--- src/rtl/inst_queue_pkg.sv ---
// Shared IQ entry layout: field widths and the packed 97-bit entry carried from fetcher to dispatcher.
package inst_queue_pkg;

    localparam int INST_WIDTH = 32;
    localparam int ADDR_WIDTH = 32;

    // Bit offsets inside the packed entry, LSB first.
    localparam int IQ_JUMP_OFF   = 0;
    localparam int IQ_RBPC_OFF   = IQ_JUMP_OFF + 1;
    localparam int IQ_PC_OFF     = IQ_RBPC_OFF + ADDR_WIDTH;
    localparam int IQ_INST_OFF   = IQ_PC_OFF + ADDR_WIDTH;
    localparam int IQ_ENTRY_BITS = IQ_INST_OFF + INST_WIDTH;

    typedef struct packed {
        logic [INST_WIDTH-1:0] inst;
        logic [ADDR_WIDTH-1:0] pc;
        logic [ADDR_WIDTH-1:0] rollback_pc;
        logic                  predicted_jump;
    } iq_entry_t;

endpackage

--- src/rtl/iq_entry_ram.sv ---
// IQ entry storage: DEPTH x 97 array, one synchronous write port, one asynchronous read port.
// Latency: write visible on read port after the write edge; read is combinational.
// Backpressure: none; the owner gates the write enable.
module iq_entry_ram
    import inst_queue_pkg::*;
#(
    parameter int DEPTH      = 16,
    parameter int DEPTH_LOG2 = 4
) (
    input  logic                  clk_in,
    input  logic                  wr_en,
    input  logic [DEPTH_LOG2-1:0] wr_addr,
    input  iq_entry_t             wr_dat,
    input  logic [DEPTH_LOG2-1:0] rd_addr,
    output iq_entry_t             rd_dat
);

    iq_entry_t mem [DEPTH];

    always_ff @(posedge clk_in) begin
        if (wr_en) begin
            mem[wr_addr] <= wr_dat;
        end
    end

    assign rd_dat = mem[rd_addr];

endmodule

--- src/rtl/inst_queue.sv ---
// Fetch-to-dispatch instruction FIFO, flushed on RoB rollback; IQ_BYPASS_EN enables the empty-queue bypass.
// Latency: 2 edges push-to-issue through the array, 1 edge when bypassing an empty queue.
// Backpressure: iq_full_out at DEPTH-1 entries; issue waits for ready_from_dispatcher; rdy_in low freezes all.
module inst_queue
    import inst_queue_pkg::*;
#(
    parameter int DEPTH      = 16,
    parameter int DEPTH_LOG2 = 4
) (
    input  logic                  clk_in,
    input  logic                  rst_in,
    input  logic                  rdy_in,
    input  logic                  ok_flag_from_fetcher,
    input  logic [INST_WIDTH-1:0] inst_from_fetcher,
    input  logic [ADDR_WIDTH-1:0] pc_from_fetcher,
    input  logic [ADDR_WIDTH-1:0] rollback_pc_from_fetcher,
    input  logic                  predicted_jump_from_fetcher,
    output logic                  iq_full_out,
    input  logic                  ready_from_dispatcher,
    output logic                  ok_flag_to_dispatcher,
    output logic [INST_WIDTH-1:0] inst_to_decoder,
    output logic [ADDR_WIDTH-1:0] pc_to_dispatcher,
    output logic [ADDR_WIDTH-1:0] rollback_pc_to_dispatcher,
    output logic                  predicted_jump_to_dispatcher,
    input  logic                  rollback_flag_from_RoB
);

    localparam logic [DEPTH_LOG2:0] CNT_MAX   = (DEPTH_LOG2+1)'(DEPTH);
    localparam logic [DEPTH_LOG2:0] FULL_MARK = (DEPTH_LOG2+1)'(DEPTH - 1);

    logic [DEPTH_LOG2-1:0] head;
    logic [DEPTH_LOG2-1:0] tail;
    logic [DEPTH_LOG2:0]   count;

    iq_entry_t wr_entry;
    iq_entry_t rd_entry;
    logic      do_pop;
    logic      do_push;
    logic      bypass;
    logic      overflow;
    logic      ram_wr_en;

    assign wr_entry = '{inst:           inst_from_fetcher,
                        pc:             pc_from_fetcher,
                        rollback_pc:    rollback_pc_from_fetcher,
                        predicted_jump: predicted_jump_from_fetcher};

    assign do_pop = (count != '0) && ready_from_dispatcher;

`ifdef IQ_BYPASS_EN
    assign bypass = (count == '0) && ok_flag_from_fetcher && ready_from_dispatcher;
`else
    assign bypass = 1'b0;
`endif

    // A pop in the same edge frees the slot, so push+pop at DEPTH is legal.
    assign overflow    = ok_flag_from_fetcher && (count == CNT_MAX) && !do_pop;
    assign do_push     = ok_flag_from_fetcher && !bypass && !overflow;
    assign iq_full_out = (count >= FULL_MARK);
    assign ram_wr_en   = rdy_in && !rollback_flag_from_RoB && do_push;

    iq_entry_ram #(
        .DEPTH      (DEPTH),
        .DEPTH_LOG2 (DEPTH_LOG2)
    ) u_ram (
        .clk_in  (clk_in),
        .wr_en   (ram_wr_en),
        .wr_addr (tail),
        .wr_dat  (wr_entry),
        .rd_addr (head),
        .rd_dat  (rd_entry)
    );

    always_ff @(posedge clk_in or negedge rst_in) begin
        if (!rst_in) begin
            head                         <= '0;
            tail                         <= '0;
            count                        <= '0;
            ok_flag_to_dispatcher        <= 1'b0;
            inst_to_decoder              <= '0;
            pc_to_dispatcher             <= '0;
            rollback_pc_to_dispatcher    <= '0;
            predicted_jump_to_dispatcher <= 1'b0;
        end else if (rdy_in) begin
            if (rollback_flag_from_RoB) begin
                // Anything fetched alongside the flush is on the wrong path.
                head                  <= '0;
                tail                  <= '0;
                count                 <= '0;
                ok_flag_to_dispatcher <= 1'b0;
            end else begin
                if (do_push) begin
                    tail <= tail + 1'b1;
                end
                if (do_pop) begin
                    head                         <= head + 1'b1;
                    ok_flag_to_dispatcher        <= 1'b1;
                    inst_to_decoder              <= rd_entry.inst;
                    pc_to_dispatcher             <= rd_entry.pc;
                    rollback_pc_to_dispatcher    <= rd_entry.rollback_pc;
                    predicted_jump_to_dispatcher <= rd_entry.predicted_jump;
                end else if (bypass) begin
                    ok_flag_to_dispatcher        <= 1'b1;
                    inst_to_decoder              <= inst_from_fetcher;
                    pc_to_dispatcher             <= pc_from_fetcher;
                    rollback_pc_to_dispatcher    <= rollback_pc_from_fetcher;
                    predicted_jump_to_dispatcher <= predicted_jump_from_fetcher;
                end else begin
                    ok_flag_to_dispatcher <= 1'b0;
                end
                case ({do_push, do_pop})
                    2'b10:   count <= count + 1'b1;
                    2'b01:   count <= count - 1'b1;
                    default: count <= count;
                endcase
            end
        end
    end

    always @(posedge clk_in) begin
        if (rst_in && rdy_in && !rollback_flag_from_RoB) begin
            assert (!overflow) else $error("inst_queue: push into full queue discarded");
        end
    end

endmodule

--- config.mk ---
export PLATFORM = sky130hd
export DESIGN_NAME = inst_queue
export DESIGN_NICKNAME = d
export VERILOG_FILES = /design/src/rtl/inst_queue_pkg.sv /design/src/rtl/iq_entry_ram.sv /design/src/rtl/inst_queue.sv
export SDC_FILE = /design/constraint.sdc
export NUM_CORES = 1
export LEC_CHECK = 0
export BUFFER_PORTS_ARGS = -buffer_cell sky130_fd_sc_hd__buf_2
export CAP_MARGIN = 10
export CORE_MARGIN = 2
export CORE_UTILIZATION = 50
export DETAILED_ROUTE_END_ITERATION = 12
export GPL_TIMING_DRIVEN = 0
export HOLD_SLACK_MARGIN = 0.06
export PLACE_DENSITY = 0.65
export SETUP_SLACK_MARGIN = 0.05
export SYNTH_ARGS = -nofsm -noshare
export SYNTH_HDL_FRONTEND = slang
export SYNTH_SLANG_ARGS = --single-unit
--- constraint.sdc ---
create_clock -name clk_in -period 12.5 [get_ports clk_in]
set_input_delay 0 -clock clk_in [delete_from_list [all_inputs] [get_ports clk_in]]
set_output_delay 0 -clock clk_in [all_outputs]
set_load 0.02 [all_outputs]
# ---- Yosys cells after proc, flatten, opt, wreduce, memory -nomap -nowiden
# Memories as Yosys holds them, arrays and structs flattened. A register that Yosys moved wholly into a read port is not among the register bits.
# Cells that the tools add are included.
# W data, S select, Z words.
dict set report op_classes {
  n_addsub 4
  n_lt_le_gt_ge 1
  n_eq_ne 3
  n_mux 10
  bitwise_logic 1
  reduce_logical 18
}
# op n
set ops {}
lappend ops {{$mux W4} 4}
lappend ops {{$pmux W5 S2} 1}
lappend ops {{$add A4 B1 Y4 const B} 2}
lappend ops {{$logic_and A1 B1 Y1} 6}
lappend ops {{$reduce_and A2 Y1} 3}
lappend ops {{$add A5 B1 Y5 const B} 1}
lappend ops {{$eq A5 B5 Y1 const B} 1}
lappend ops {{$ge A5 B4 Y1 const B} 1}
lappend ops {{$mux W5} 1}
lappend ops {{$reduce_bool A5 Y1} 1}
lappend ops {{$sub A5 B1 Y5 const B} 1}
lappend ops {{$logic_not A1 Y1} 4}
lappend ops {{$mux W1} 4}
lappend ops {{$reduce_bool A2 Y1} 2}
lappend ops {{$reduce_and A3 Y1} 1}
lappend ops {{$reduce_bool A3 Y1} 1}
lappend ops {{$eq A2 B1 Y1 const B} 1}
lappend ops {{$eq A2 B2 Y1 const B} 1}
lappend ops {{$not A1 Y1} 1}
dict set report totals {
  reg_bits 14
  ram_bits 1552
  in_bits 103
  output_inout_bits 99
  wordCells 42
  n_memories 1
}
# memory words word_bits rd rd_ports_with_merged_regs wr line
set mem_list {}
lappend mem_list {u_ram.mem 16 97 1 1 1 iq_entry_ram.sv:18} ;# iq_entry_t mem [DEPTH];

# ---- Depth between registers and ports, before layout
# Gate-level depths: netlist of the first run.
dict set report depth {
  depth_word 9
  depth_mapped 10
  ltp_nobuf 10
}

# ---- Hierarchy
# A second synthesis of the first run with hierarchy kept.
dict set report hier_totals {
  cells_unflattened 2696
  hier_area_um2 62551.2
}
# module n_inst cells_each area_each_um2 seq_area_each_um2
set modules_own_cells {}
lappend modules_own_cells {iq_entry_ram 1 2387 57925.6 46604.7}
lappend modules_own_cells {inst_queue 1 309 4625.7 2777.7}

# ---- Worst setup path before layout of the first run
# Ideal clock, no wire load.
dict set report synth_timing {
  kind {register -> register}
  start {register count[0]}
  end {memory u_ram.mem[10][0] (netlist name) (enable)}
  setup_ns 0.467
  arrival_time_ns 3.469
  required_ns 12.033
  setup_slack_ns 8.564
  path_stages_with_launch 6
  path_buffers 0
  synth_period_minus_slack_ns 3.936
  path_cell_list {dfrtp_1 -> nor4_2 -> a31oi_1 -> nand3_1 -> nor2_1 -> and2_1}
}
dict set report synth_between {
  elab_chain_len 9
  elab_cells_between_ends 11
  classes_between {eq/ne: 1; mux: 2; reduce/logical: 8}
}
# element line
set synth_lines {}
lappend synth_lines {{start, declared} inst_queue.sv:33} ;# logic [DEPTH_LOG2:0] count;
lappend synth_lines {{start signal, assigned} inst_queue.sv:112} ;# 2'b10: count <= count + 1'b1;
lappend synth_lines {{start signal, assigned} inst_queue.sv:113} ;# 2'b01: count <= count - 1'b1;
lappend synth_lines {{start signal, assigned} inst_queue.sv:114} ;# default: count <= count;
lappend synth_lines {{$reduce_bool A5 Y1} inst_queue.sv:48} ;# assign do_pop = (count != '0) && ready_from_dispatcher;
lappend synth_lines {{$logic_and A1 B1 Y1} inst_queue.sv:48}
lappend synth_lines {{$logic_not A1 Y1} inst_queue.sv:57} ;# assign overflow = ok_flag_from_fetcher && (count == CNT_MAX) && !do_pop;
lappend synth_lines {{$logic_and A1 B1 Y1 (*)} inst_queue.sv:57}
lappend synth_lines {{$logic_not A1 Y1 (*)} inst_queue.sv:58} ;# assign do_push = ok_flag_from_fetcher && !bypass && !overflow;
lappend synth_lines {{$logic_and A1 B1 Y1 (*)} inst_queue.sv:58}
lappend synth_lines {{$logic_and A1 B1 Y1 (*)} inst_queue.sv:60} ;# assign ram_wr_en = rdy_in && !rollback_flag_from_RoB && do_push;
lappend synth_lines {{$mux W1 (*)} iq_entry_ram.sv:21} ;# if (wr_en) begin
lappend synth_lines {{$mux W1 (not written as such) (*)} iq_entry_ram.sv:22} ;# mem[wr_addr] <= wr_dat;
lappend synth_lines {{end, declared} iq_entry_ram.sv:18}
# Every way passes the cells marked *; elsewhere a longest branch is shown, timed or not.

# ---- Final worst setup path of the first run
dict set report layout_timing {
  start {register count[1]}
  end {register count[4]}
}
dict set report layout_between {
  elab_chain_len 9
  elab_cells_between_ends 16
  classes_between {add/sub: 2; eq/ne: 3; mux: 2; reduce/logical: 9}
}
# element line
set layout_lines {}
lappend layout_lines {{$reduce_bool A5 Y1} inst_queue.sv:48}
lappend layout_lines {{$logic_and A1 B1 Y1} inst_queue.sv:48}
lappend layout_lines {{$logic_not A1 Y1} inst_queue.sv:57}
lappend layout_lines {{$logic_and A1 B1 Y1} inst_queue.sv:57}
lappend layout_lines {{$logic_not A1 Y1} inst_queue.sv:58}
lappend layout_lines {{$logic_and A1 B1 Y1} inst_queue.sv:58}
lappend layout_lines {{$eq A2 B1 Y1 or $eq A2 B2 Y1 (tied branches)} inst_queue.sv:111} ;# case ({do_push, do_pop})
lappend layout_lines {{$pmux W5 S2 or $reduce_bool A3 Y1 (tied branches)} n/a}
lappend layout_lines {{$mux W5 or $reduce_and A2 Y1 (tied branches)} n/a}
# Several ways; a longest one is shown, not always the timed one.
# A chain may end at the register's enable or synchronous reset.

==> metrics.md, run 1 <==
| Metric | Value |
|---|---|
| # clock sinks | between 1.5k and 2k |
| Flip-flop cell with the highest count after synthesis | sky130_fd_sc_hd__edfxtp_1 |
| Leakage power of the design | 0.0246 uW |
| P per Cell Area | around 190 nW/um^2 |
| Count of maximum capacitance violations | 0 |
| Register clock-pin slew on the reported worst setup and hold paths | around 0.060 ns |
| Final-layout fill cell count | around 8.7k |
| Placement Rows | 129 |
| Fin crit period | between 3 and 4 ns |
| DIE WIDTH | 358 um |
| Most common cell after layout, fill and taps aside | sky130_fd_sc_hd__edfxtp_1 |
| Global placement routability congestion | between 0.7 and 0.8 |
| Register-to-register setup slack | 8.67 ns |
| Required time of the worst setup path | between 10 and 15 ns |
| Via density | approximately 6.1 |
| Maximum ir drop on the vdd rail | 0.000162 V |
| Wire length of the first global-routing pass | between 200000 and 250000 um |
| TritonCTS clock tree | yes |
| CTS HTree Levels | 4 |
| Overall overflow remaining after global route | 0 |
| Worst Tran Pin Value | about 1.3 ns |
| RSZ-0062 raised after global routing | false |
| Synth Instances | between 2k and 3k |
| Quantity of I/O buffers inserted on ports | 200 |
| DRC viols | 0 |
| Switching part of the total power | between 20% and 30% |
| Critical path's top delay family | buffers and inverters |
| Arrival time at the worst endpoint | 4.46 ns |
| Layout cell share with drive strength beyond 1 | approximately 28% |
| Internal power consumption | 10300 uW |
| Portion of total power attributed to sequential cells | between 40% and 50% |
| Drt initial violations | 3768 |
| Net count reported at finish | ~3.3k |
| Net Sw Power | 3740 uW |
| Proportion of netlist area held by the largest area contributor | 74.3% |
| Placed wire-length estimate after detailed placement | 91300 um |
| Height of the die | approximately 360 um |
| Number of flops mapped to enable cells by yosys | 1552 |
| Clock group share of total power | 33.3% |
| Critical-path cell list | or4_4, o21ai_1, nor2_1, ha_1, nand2b_1, a21oi_1, mux2i_1, dlygate4sd3_1, nor3_1, a21o_1, dlygate4sd3_1 |
| Cell Area, Synth | 62700 um^2 |
| Number of warnings printed during yosys synthesis | 0 |
| Count of final hold-check violations | 0 |
| Total count of max-transition violations in the final report | 0 |
| Clock Skews | between 0.02 and 0.03 ns |
| Largest stage delay on the critical path | just under 0.6 ns |
| Initial antenna violation count | 18 |
| Outcome | completed |
| Overall routing resource usage | around a quarter |
| Initial cell density of the core | about half |
| Most frequent cells in the layout | sky130_fd_sc_hd__edfxtp_1, sky130_fd_sc_hd__mux4_2, sky130_fd_sc_hd__buf_2 |
| Number of iterations in the first detailed-routing pass | 6 |
| Final worst-path cycle share | 30.6% |
| Highest attainable clock frequency | approximately 0.26 GHz |
| Mean Syn Cell Area | between 20 and 25 um^2 |
| Relative slew slack | 14.6% |
| Boundary pin count | ~200 |
| Most Frequent Cell on Critical Path | sky130_fd_sc_hd__dlygate4sd3_1 |
| Clock Latency Late Sink | slightly below 0.8 ns |
| Buffers plus inverters on the worst setup path | 2 |
| CP endpoint kind | flop |
| Wirelength, routed | around 160000 um |
| Die outline area | around 130000 um^2 |
| Number of nets produced by synthesis | 2811 |
| Largest area contributor in the synthesized netlist | sky130_fd_sc_hd__edfxtp_1 |
| Slowest cell on crit path | sky130_fd_sc_hd__or4_4 |
| Core Util, Final | between 50 and 60% |
| Sum Neg Setup Slack | 0 ns |
| Count of state elements after synthesis | 1663 |
| Cells taking the most area after synthesis | sky130_fd_sc_hd__edfxtp_1, sky130_fd_sc_hd__mux4_2, sky130_fd_sc_hd__dfrtp_1 |
| Setup-violating endpoint count in the final report | 0 |
| Worst Path Max Fanout | 6 |
| Share of power burned in combinational logic | around a fifth |
| Post-synthesis sequential area ratio | 78.8% |
| Average wire per standard cell | between 30 and 40 um |
| CTS root buf | sky130_fd_sc_hd__clkbuf_16 |
| Kind of critical path | flop to flop |
| TritonCTS buffer count | 161 |
| Synth cell types | 45 |
| Number of nets with antenna violations after routing | 0 |
| Startpoint type of the worst setup path | flop |
| Maximum clock path buffer count | 3 |
| Placeable Area | ~120000 um^2 |
| Number of global-route vias before repair | 31.2k |
| Maximum number of pins on one net before global-route repair | 60 |
| Area grow syn2layout | 16.4% |
| Proportion of register bits with asynchronous set or reset after synthesis | ~6.7% |
| Total via count after detailed routing | 30.7k |
| Hold/Removal Path Class | input port to flop |
-- cell usage after synthesis, types with 3 or more instances --
cell,number
sky130_fd_sc_hd__ha_1,8
sky130_fd_sc_hd__nor3_1,3
sky130_fd_sc_hd__nand2_1,103
sky130_fd_sc_hd__buf_4,10
sky130_fd_sc_hd__clkbuf_1,75
sky130_fd_sc_hd__edfxtp_1,1552
sky130_fd_sc_hd__a21oi_1,6
sky130_fd_sc_hd__inv_1,12
sky130_fd_sc_hd__buf_2,54
sky130_fd_sc_hd__nor2_1,8
sky130_fd_sc_hd__buf_1,4
sky130_fd_sc_hd__a31oi_1,5
sky130_fd_sc_hd__o31ai_1,5
sky130_fd_sc_hd__dfrtp_1,111
sky130_fd_sc_hd__o22ai_1,7
sky130_fd_sc_hd__and2_1,16
sky130_fd_sc_hd__nor2b_1,5
sky130_fd_sc_hd__mux2i_1,198
sky130_fd_sc_hd__o221ai_1,97
sky130_fd_sc_hd__mux4_2,388
-- worst paths after layout --
kind                                            startpoint                                  endpoint  cells past startpoint
max reg2reg                           count[1]$_DFFE_PN0P_                      count[4]$_DFFE_PN0P_                     11
max in group asynchronous                           rst_in  rollback_pc_to_dispatcher[6]$_DFFE_PN0P_                      4
min                                    pc_from_fetcher[11]               u_ram.mem[12][44]$_DFFE_PP_                      2
min reg2reg                inst_to_decoder[10]$_DFFE_PN0P_           inst_to_decoder[10]$_DFFE_PN0P_                      2
min in group asynchronous                           rst_in          pc_to_dispatcher[14]$_DFFE_PN0P_                      4
max                                   count[1]$_DFFE_PN0P_                      count[4]$_DFFE_PN0P_                     11
-- worst register-to-register path, stage by stage, from the launching register on --
cell	delay, ns
sky130_fd_sc_hd__dfrtp_1	0.45
sky130_fd_sc_hd__or4_4	0.58
sky130_fd_sc_hd__o21ai_1	0.27
sky130_fd_sc_hd__nor2_1	0.14
sky130_fd_sc_hd__ha_1	0.35
sky130_fd_sc_hd__nand2b_1	0.07
sky130_fd_sc_hd__a21oi_1	0.27
sky130_fd_sc_hd__mux2i_1	0.22
sky130_fd_sc_hd__dlygate4sd3_1	0.58
sky130_fd_sc_hd__nor3_1	0.05
sky130_fd_sc_hd__a21o_1	0.17
sky130_fd_sc_hd__dlygate4sd3_1	0.56
-- logic make-up after synthesis --
group                      share of synthesized area (%)
muxes                                               17.1
DFF                                                 78.8
and+or+nand+nor                                     1.07
xor gates and xnor gates                          0.0419
buffers and inverters                               1.14
adders and majority gates                          0.192
AOI/OAI and AO/OA                                   1.71
-- registers in the layout, summed over array words and instances (netlist names) --
register	flops
predicted_jump_to_dispatcher	1
tail	4
pc_to_dispatcher	32
u_ram.mem	1552
inst_to_decoder	32
ok_flag_to_dispatcher	1
head	4
count	5
rollback_pc_to_dispatcher	32
-- power groups by stage --
stage	clock [uW]	combinational (uW)	sequential, uW
floorplan	0	1740	6700
global placement	0	2790	6610
detailed placement	0	2860	6600
CTS	4730	2910	6480
global route	4940	3070	6500
finish	4660	2870	6480
-- repair_timing --
item,4_1_cts,5_1_grt
hold endpoints to repair,1677,0
hold buffers,110,0
setup buffers,0,0
resized for setup,0,0
-- per-stage QoR --
stage / setup WS [ns] / cell area, um^2 / hold slack [ns] / power [uW] / std cells
6_report: 8.67 / 73000 / 0.148 / 14000 / 4990
5_1_grt: 8.54 / 73000 / 0.154 / 14500 / 4981
3_5_place_dp: 9.18 / 66700 / 0.0300 / 9450 / 4573
4_1_cts: 8.80 / 72900 / 0.103 / 14100 / 4977
2_1_floorplan: 8.56 / 62700 / -0.296 / 8440 / 2699
3_3_place_gp: 5.21 / 65800 / 0.344 / 9390 / 4536
-- routing by layer --
layer  vias up  routed length (um)  global-route usage, %
li1      12500                   -                      -
met1     16300               61400                   33.9
met2      1527               75600                   39.4
met3       238               14400                   5.98
met4        20                3540                   6.70
met5         -                 126                      0
-- final cells by class --
type / count / area, um^2 / area share (%)
Buffer: 145 / 664 / 0.910
Clock buffer: 232 / 4550 / 6.24
Multi-Input combinational cell: 878 / 12600 / 17.3
Timing Repair Buffer: 349 / 3090 / 4.23
Sequential cell: 1663 / 49400 / 67.7
Inverter: 13 / 48.8 / 0.0669
Antenna cell: 11 / 27.5 / 0.0377
Tap cell: 1637 / 2050 / 2.81
Clock inverter: 62 / 514 / 0.705
Note: power is estimated with default switching activity, not from simulation.
==> inputs of run 2 (changes only) <==
==> constraint.sdc (replaced) <==
create_clock -name clk_in -period 3.9 [get_ports clk_in]
set_input_delay 0 -clock clk_in [delete_from_list [all_inputs] [get_ports clk_in]]
set_output_delay 0 -clock clk_in [all_outputs]
set_load 0.02 [all_outputs]
==> run 2 against run 1 <==
- final area rose by 0.46%
- register-to-register slack worse by 8.5 ns
- final cell count barely moved
- total power rose to 3.3 times the previous value
- via count fell by 0.37%
- combinational power increased to 3.2 times the previous value
- clock power rose to 3.4 times the previous value
- global-route usage up 0.22 points
- critical path type unchanged
- critical endpoint unchanged
==> metrics.md, run 2 (synthesis results as in run 1) <==
| Metric | Value |
|---|---|
| CTS HTree Levels | 4 |
| Die outline area | between 100000 and 150000 um^2 |
| Register clock-pin slew on the reported worst setup and hold paths | roughly 0.060 ns |
| TritonCTS clock tree | yes |
| Height of the die | approximately 360 um |
| Most flops, register | u_ram.mem |
| Setup-violating endpoint count in the final report | 0 |
| Initial antenna violation count | 17 |
| Outcome | completed |
| Total via count after detailed routing | around 30k |
| DRC viols | 0 |
| Number of iterations in the first detailed-routing pass | 6 |
| Portion of total power attributed to sequential cells | 45.3% |
| Share of power burned in combinational logic | approximately 20% |
| Via density | 6.13 |
| Number of global-route vias before repair | 31.4k |
| Net Sw Power | ~12000 uW |
| Most common cell after layout, fill and taps aside | sky130_fd_sc_hd__edfxtp_1 |
| Area of placed instances | approximately 67000 um^2 |
| Buffers plus inverters on the worst setup path | 2 |
| Met3 wirelength from detailed routing | 13300 um |
| Placement Rows | 129 |
| Overall overflow remaining after global route | 0 |
| Fin crit period | about 3.7 ns |
| Kind of critical path | flop to flop |
| Logic depth of the worst register-to-register path | 11 |
| Leakage power of the design | approximately 0.025 uW |
| # clock sinks | approximately 1.7k |
| Clock group share of total power | around 35% |
| Average wire per standard cell | around 31 um |
| Terminating pin of the worst hold path | u_ram.mem[13][1]$_DFFE_PP_ |
| DIE WIDTH | roughly 360 um |
| Total count of max-transition violations in the final report | 0 |
| Area used by sequential logic in the layout | around 49000 um^2 |
| End of the worst register-to-register path | count[4]$_DFFE_PN0P_ |
| Arrival time at the worst endpoint | 4.32 ns |
| Total power draw | between 40000 and 50000 uW |
| Count of final hold-check violations | 0 |
| Net count reported at finish | about 3.3k |
| Overall routing resource usage | between 20% and 30% |
| Startpoint type of the worst setup path | flop |
| Internal power consumption | about 34000 uW |
| Top Metal Used | met5 |
| Hold/Removal Path Class | input port to flop |
| Maximum clock path buffer count | 3 |
| Critical path's top delay family | buffers and inverters |
| CTS root buf | sky130_fd_sc_hd__clkbuf_16 |
| Most Frequent Cell on Critical Path | sky130_fd_sc_hd__dlygate4sd3_1 |
| Register-to-register setup slack | about 0.22 ns |
| Relative slew slack | between 10% and 20% |
| Switching part of the total power | 26.6% |
| CP endpoint kind | flop |
| Boundary pin count | 202 |
| Wirelength, routed | 156000 um |
| Sum Neg Setup Slack | 0 ns |
| Count of maximum capacitance violations | 0 |
| Drt initial violations | approximately 3.7k |
| Quantity of I/O buffers inserted on ports | 200 |
| Final-layout fill cell count | around 8.7k |
| Clock Skews | a little under 0.02 ns |
| Initial cell density of the core | approximately 51% |
| Maximum number of pins on one net before global-route repair | 70 |
| Placed wire-length estimate after detailed placement | ~90000 um |
| Clock Latency Late Sink | just under 0.8 ns |
| Highest attainable clock frequency | between 0.2 and 0.3 GHz |
| Critical-path cell list | or4_4, o21ai_2, nor2_1, ha_1, nand2b_1, a21oi_2, mux2i_1, dlygate4sd3_1, nor3_1, dlygate4sd3_1, a21o_1 |
| Global placement routability congestion | about 0.76 |
| Final worst-path cycle share | around 94% |
| Worst Path Max Fanout | 7 |
| Reg-to-reg critical path startpoint | count[0]$_DFFE_PN0P_ |
| Layout cell share with drive strength beyond 1 | 28.6% |
| Area grow syn2layout | 16.9% |
| Area occupied by multi-input gates | about 13000 um^2 |
| TritonCTS buffer count | 160 |
| Largest stage delay on the critical path | slightly below 0.6 ns |
| Worst Min Path Start | rollback_pc_from_fetcher[0] |
| Wire length on met1 | around 60000 um |
| Number of nets with antenna violations after routing | 0 |
| Area of all placed cells without fillers | roughly 73000 um^2 |
| Routed length on met2 | 77400 um |
| Required time of the worst setup path | roughly 4.5 ns |
| Placeable Area | between 100000 and 150000 um^2 |
| Wire length of the first global-routing pass | approximately 220000 um |
| WHS Path Cells | 2 |
| P per Cell Area | approximately 630 nW/um^2 |
| Setup fix buffers added after clock tree synthesis | 0 |
| Maximum ir drop on the vdd rail | 0.000537 V |
| Slowest cell on crit path | sky130_fd_sc_hd__or4_4 |
| RSZ-0062 raised after global routing | false |
| Max FFs per register | roughly 1.6k |
| Worst Tran Pin Value | roughly 1.3 ns |
| Most frequent cells in the layout | sky130_fd_sc_hd__edfxtp_1, sky130_fd_sc_hd__mux4_2, sky130_fd_sc_hd__buf_2 |
[run 2: cell count changes in the layout (fill, tap and decap cells not counted), sizes merged]
cell,before,now
inv,17,18
clkinv,47,52
buf,310,305
diode,11,7
clkinvlp,3,5
clkbuf,307,294
bufinv,8,18
[run 2: layer usage]
| metal | global-route usage (%) | vias to the layer above |
|---|---|---|
| met3 | 5.36 | 260 |
| met4 | 7.51 | 14 |
| li1 | - | 12500 |
| met2 | 40.4 | 1457 |
| met5 | 0 | - |
| met1 | 33.7 | 16300 |
[run 2: repair_timing]
item                        CTS  global route
hold buffers                110             0
resized for setup             0             2
setup endpoints to repair     0             1
hold endpoints to repair   1677             0
[run 2: worst max path at each step]
stage | to | slack [ns] | startpoint | cells past startpoint
after CTS | count[4]$_DFFE_PN0P_ | 0.15 | count[0]$_DFFE_PN0P_ | 11
after floorplan | u_ram.mem[0][0]$_DFFE_PP_ | 0.07 | count[0]$_DFFE_PN0P_ | 4
after global placement | u_ram.mem[2][5]$_DFFE_PP_ | -3.18 | count[0]$_DFFE_PN0P_ | 4
after global routing | count[4]$_DFFE_PN0P_ | 0.09 | count[0]$_DFFE_PN0P_ | 11
after detailed placement | u_ram.mem[14][5]$_DFFE_PP_ | 0.60 | count[0]$_DFFE_PN0P_ | 7
final | count[4]$_DFFE_PN0P_ | 0.22 | count[0]$_DFFE_PN0P_ | 11
[run 2: power by group through the flow]
| stage | sequential [uW] | clock [uW] | combinational (uW) |
|---|---|---|---|
| CTS | 20800 | 16100 | 9320 |
| global placement | 21100 | 0 | 8960 |
| detailed placement | 21100 | 0 | 9160 |
| global route | 20800 | 16800 | 9840 |
| floorplan | 21500 | 0 | 5590 |
| finish | 20800 | 15900 | 9190 |
[run 2: cell type report]
class | count | share of cell area, %
well taps | 1637 | 2.79
diodes | 7 | 0.0239
plain buffers | 145 | 0.906
repair buffers | 344 | 4.16
clock buffers | 219 | 6.24
inverters | 13 | 0.0666
clock inverters | 80 | 1.19
flip-flops and latches | 1663 | 67.4
multi-input cells | 878 | 17.3
[run 2: worst reg2reg max path, delay by kind of cell (launching register included)]
family | cells | cell delay (ns)
AOI/OAI and AO/OA | 3 | 0.57
adders and majority gates | 1 | 0.35
buffers and inverters | 2 | 1.14
and+or+nand+nor | 4 | 0.85
DFF | 1 | 0.47
muxes | 1 | 0.20
[run 2: stage by stage]
step	cells	utilization, %	setup WS (ns)	hold slack, ns
6_report	4986	59.1	0.222	0.154
3_5_place_dp	4569	53.7	0.601	-0.0297
3_3_place_gp	4536	53.0	-3.18	0.342
4_1_cts	4978	59.0	0.149	0.104
2_1_floorplan	2699	-	0.0696	-0.296
5_1_grt	4981	59.1	0.0855	0.135
